<file path="config.mk">
export PLATFORM = sky130hd
export DESIGN_NAME = pc_ctrl
export DESIGN_NICKNAME = d
export VERILOG_FILES = /design/src/rtl/pc_ctrl.sv
export SDC_FILE = /design/constraint.sdc
export NUM_CORES = 1
export LEC_CHECK = 0
export BUFFER_PORTS_ARGS = -buffer_cell sky130_fd_sc_hd__clkbuf_2
export CAP_MARGIN = 20
export CORE_UTILIZATION = 30
export DETAILED_ROUTE_END_ITERATION = 6
export PLACE_DENSITY = 0.54
export REMOVE_ABC_BUFFERS = 1
export SYNTH_ARGS = -nofsm -noshare
export SYNTH_HDL_FRONTEND = slang
export SYNTH_SLANG_ARGS = --single-unit
</file>
<file path="constraint.sdc">
create_clock -name clk -period 2.6 [get_ports clk]
set_input_delay 0.13 -clock clk [delete_from_list [all_inputs] [get_ports clk]]
set_output_delay 0.13 -clock clk [all_outputs]
set_load 0.02 [all_outputs]
</file>
<file path="src/rtl/pc_ctrl.sv">
// pc_ctrl: fetch-stage program counter with branch delay slot handling,
// redirect hold across fetch stalls, and exception redirect.
module pc_ctrl #(
  parameter logic [31:0] RESET_PC = 32'hBFC0_0000
) (
  input  logic        clk,
  input  logic        rst,
  input  logic        stallF,
  input  logic        stallD,
  input  logic        branchD,
  input  logic        branch_takenD,
  input  logic [31:0] branch_targetD,
  input  logic        jumpD,
  input  logic [31:0] jump_targetD,
  input  logic        flush_exc,
  input  logic [31:0] exc_pc,
  output logic [31:0] pcF,
  output logic [31:0] pc_plus4F,
  output logic        is_in_delayslotF,
  output logic        pc_adelF,
  output logic        redirect_pending
);

  localparam int unsigned AW = 32;

  typedef enum logic {
    IDLE    = 1'b0,
    PENDING = 1'b1
  } state_t;

  state_t        state;
  logic [AW-1:0] pend_target;

  logic          accept;
  logic          ctl;
  logic [AW-1:0] target;

  // Decode-side redirect request; a jump overrides a branch if both are raised
  always_comb begin
    accept = 1'b0;
    ctl    = 1'b0;
    target = branch_targetD;
    if (jumpD) begin
      target = jump_targetD;
    end
    if (!stallD) begin
      accept = (branchD & branch_takenD) | jumpD;
      ctl    = branchD | jumpD;
    end
  end

  // PC register and redirect-hold state machine
  always_ff @(posedge clk) begin
    if (rst) begin
      pcF         <= RESET_PC;
      state       <= IDLE;
      pend_target <= '0;
    end else if (flush_exc) begin
      pcF         <= exc_pc;
      state       <= IDLE;
      pend_target <= '0;
    end else begin
      case (state)
        IDLE: begin
          if (accept) begin
            if (stallF) begin
              pend_target <= target;
              state       <= PENDING;
            end else begin
              pcF <= target;
            end
          end else if (!stallF) begin
            pcF <= pcF + AW'(4);
          end
        end
        PENDING: begin
          // Decode is frozen behind the delay slot, so new requests are ignored here
          if (!stallF) begin
            pcF   <= pend_target;
            state <= IDLE;
          end
        end
        default: begin
          state <= IDLE;
        end
      endcase
    end
  end

  // Outputs derived from the PC register and current decode request
  always_comb begin
    pc_plus4F        = pcF + AW'(4);
    pc_adelF         = |pcF[1:0];
    redirect_pending = (state == PENDING);
    is_in_delayslotF = !rst & !flush_exc & (ctl | (state == PENDING));
  end

endmodule
</file>
==> results.json <==
{
  "dr.pass1.iters": 4,
  "setup.worst_path.start_class": "flop",
  "number_of_unique_standard_cell_types_used_by_synthesis": 64,
  "timing.critical_path.required_ns": 2.47,
  "pins_over_slew_limit": 0,
  "worstMarginPinSlew_ns": 0.6466,
  "cts_max_path_buffers": 2,
  "initial_antenna_violation_count": 0,
  "fillerInstances": 1494,
  "power_mw": 3.041,
  "yosysWarnings": 0,
  "antennaDiodeCount": 0,
  "global_route_total_overflow": 0,
  "outcome": "completed",
  "synthFlopType": "sky130_fd_sc_hd__dfxtp_1",
  "grt_setup_unrepaired": "false",
  "timing.critical_path.arrival_ns": 2.35,
  "drive_gt1_share_pct": 32.02,
  "path_max_fanout": 6,
  "max-slew-margin-rel_pct": 56.33,
  "std_cell_rows": 43,
  "clock_tree_from_tritoncts": "done",
  "clkLatencyLatePin_ns": 0.34,
  "grt_pass1_vias": 4599,
  "yosys.area.top_type": "sky130_fd_sc_hd__dfxtp_1",
  "post_drt_via_cell_ratio": 5.351,
  "critPathKind": "flop to output pin",
  "drc": 0,
  "synth_top_cells_by_area": "sky130_fd_sc_hd__dfxtp_1 30%, sky130_fd_sc_hd__a211oi_1 7.1%, sky130_fd_sc_hd__mux2i_1 6.7%, sky130_fd_sc_hd__nor2_1 6.4%, sky130_fd_sc_hd__a21oi_1 4.8%",
  "numPlacedInstances": 894,
  "via_count": 4891,
  "report.final.setup_viol": 0,
  "routed_wirelength_um": 15960,
  "routed_wire_length_per_instance_um": 17.46,
  "largest_net_degree_at_the_start_of_global_routing": 37,
  "cts_sinks": 65,
  "ir_worst_vdd_mv": 0.2793,
  "cpMaxStageDelayCell": "sky130_fd_sc_hd__dfxtp_1",
  "power.leakage_nw": 2.503,
  "worst_clock_skew_ns": 0.008867,
  "fin_nets": 834,
  "postSynthAreaPerCell_um2": 7.603,
  "netlist_area_um2": 4349,
  "list_of_cells_traversed_by_the_critical_path": "ha_4 > inv_1 > nor4_4 > nand4_1 > o21a_1 > or2_2 > clkbuf_2",
  "grt_util_all_layers_pct": 21.61,
  "multi_input_area_um2": 2821,
  "port_buffers": 170,
  "final_antenna_net_count": 0,
  "coreArea_um2": 13990,
  "htreeDepth": 3,
  "finalNonFillerCells": 914,
  "die_area_um2": 14980,
  "num_io_pins": 171,
  "drtIter0Drc": 388,
  "synth-edff-count": 0,
  "hold_path_class": "input pin to flop",
  "die_w_um": 122.4,
  "synth_cells": 572,
  "crit_path_buf_inv_count": 2,
  "die_ht_um": 122.4,
  "fin_crit_sh_pct": 95.21,
  "cts-buffers-inserted": 9,
  "critPathMaxStageDelay_ns": 0.45,
  "grt_first_pass_wirelength_um": 24650,
  "gp_routability_congestion": 0.8751,
  "area_growth_pct": 31.79,
  "post_cts_clock_slew_at_the_launch_and_capture_registers_of_the_worst_setup_and_hold_paths_ns": 0.06,
  "timing.max_cap.violations": 0,
  "power_per_standard_cell_area_nw_per_um2": 530.6,
  "ys_seq_area_share_pct": 29.92,
  "fin_crit_ns": 2.476,
  "clk_root_buffer_cell": "sky130_fd_sc_hd__clkbuf_16",
  "initial_core_utilization_pct": 31.09,
  "hold_violations": 0,
  "synth_seq_cells": 65,
  "synth_async_sr_flop_share_pct": 0,
  "max_freq_ghz": 0.4040,
  "cp_top_family": "simple AND/OR/NAND/NOR gates",
  "fin_setup_tns_ns": 0,
  "crit_path_end_kind": "output pin",
  "cts-hold-fix-buffers": 0,
  "synth_top_cell_area_share_pct": 29.92,
  "register_area_um2": 1308,
  "place_hpwl_um": 11990
}
through the flow:
stage | instance area, um^2 | utilization (%) | hold slack [ns] | worst slack, ns
detailed placement | 5391 | 38.54 | 0.3774 | 0.2265
floorplan | 4141 | - | 0.1991 | -1.189
finish | 5732 | 40.98 | 0.03198 | 0.1245
global route | 5732 | 40.98 | 0.03730 | 0.002169
CTS | 5692 | 40.69 | 0.02924 | 0.01779
global placement | 5391 | 38.54 | 0.3738 | 0.2909
cell usage in the layout (no fill, tap or decap), drive strengths merged, types with 5 or more instances in the layout:
cell       n
a211oi    41
buf       26
clkbuf   183
o2bb2ai   12
nand2     38
nand3     13
or2        9
nand4      8
inv       15
nand2b     9
o2111ai    5
nor2      74
and3       5
a221oi     5
nor3      26
mux2i     29
xor2      13
o31ai      9
o21ai     34
a21oi     42
xnor2     11
dfxtp     65
state kept, by name, indices dropped and copies added, names as in the netlist:
name	flops
pcF	32
pend_target	32
redirect_pending	1
power breakdown:
part	total [mW]	switching, mW	internal [mW]
clock network	1.14	0.447	0.693
registers	1.14	0.0827	1.06
logic	0.762	0.467	0.295
cell usage after synthesis, types with 4 or more instances:
cell	instances
sky130_fd_sc_hd__dfxtp_1	65
sky130_fd_sc_hd__buf_1	4
sky130_fd_sc_hd__a2111oi_0	4
sky130_fd_sc_hd__o31ai_1	9
sky130_fd_sc_hd__o21a_1	4
sky130_fd_sc_hd__xnor2_1	11
sky130_fd_sc_hd__inv_1	15
sky130_fd_sc_hd__or2_2	8
sky130_fd_sc_hd__a211oi_1	41
sky130_fd_sc_hd__o2bb2ai_1	12
sky130_fd_sc_hd__o2111ai_1	5
sky130_fd_sc_hd__nor3_1	26
sky130_fd_sc_hd__xor2_1	13
sky130_fd_sc_hd__o21ai_0	33
sky130_fd_sc_hd__buf_2	9
sky130_fd_sc_hd__nor2_1	74
sky130_fd_sc_hd__mux2i_1	29
sky130_fd_sc_hd__clkbuf_1	34
sky130_fd_sc_hd__and3_1	5
sky130_fd_sc_hd__a221oi_1	5
sky130_fd_sc_hd__nand3_1	12
sky130_fd_sc_hd__mux2_2	4
sky130_fd_sc_hd__nand2_1	38
sky130_fd_sc_hd__nand4_1	7
sky130_fd_sc_hd__nand2b_1	9
sky130_fd_sc_hd__a21oi_1	42
worst min-delay path: cells and delay by family:
family	cells	cell delay, ns
buf+inv	1	0.08
simple gates	1	0.07
compound gates	1	0.06
logic make-up (layout without fill, tap and decap cells):
| family | after synthesis | count (layout) | share of synthesized area [%] |
|---|---|---|---|
| AOI/OAI and AO/OA | 185 | 185 | 28.94 |
| xor gates and xnor gates | 24 | 24 | 4.833 |
| adders and majority gates | 1 | 1 | 0.2876 |
| buffers and inverters | 65 | 227 | 6.070 |
| DFF | 65 | 65 | 29.92 |
| muxes | 33 | 33 | 7.710 |
| and+or+nand+nor | 199 | 199 | 22.24 |
final cells by class:
cell class              instances  share of cell area, %
clock buffers                  13                  4.540
clock inverters                 3                 0.2620
inverters                      15                 0.9823
multi-input cells             442                  49.23
flip-flops and latches         65                  22.81
well taps                     180                  3.929
repair buffers                196                  18.25
path summary, 6_finish.rpt:
path                                startpoint             end  slack [ns]  depth (start not counted)
worst max-delay path                    pcF[3]   pc_plus4F[30]        0.12                          7
worst min-delay path                exc_pc[22]         pcF[22]        0.03                          3
worst max register to register         pcF[20]         pcF[31]        0.43                          5
worst min register to register  pend_target[4]  pend_target[4]        0.49                          2
per-layer routing:
layer,GRT usage [%],vias up,wire (um)
met4,6.936,0,207
met3,3.717,16,1079
met2,35.29,192,7480
met5,0,-,0
li1,-,2436,-
met1,28.73,2247,7190
what timing repair did:
item | CTS | global route
endpoints found under the setup margin | 1 | 7
buffers inserted | 3 | 1
gates resized for setup | 1 | 7
pin swaps | 1 | 2
No activity file was read; power rests on OpenSTA's default activity.
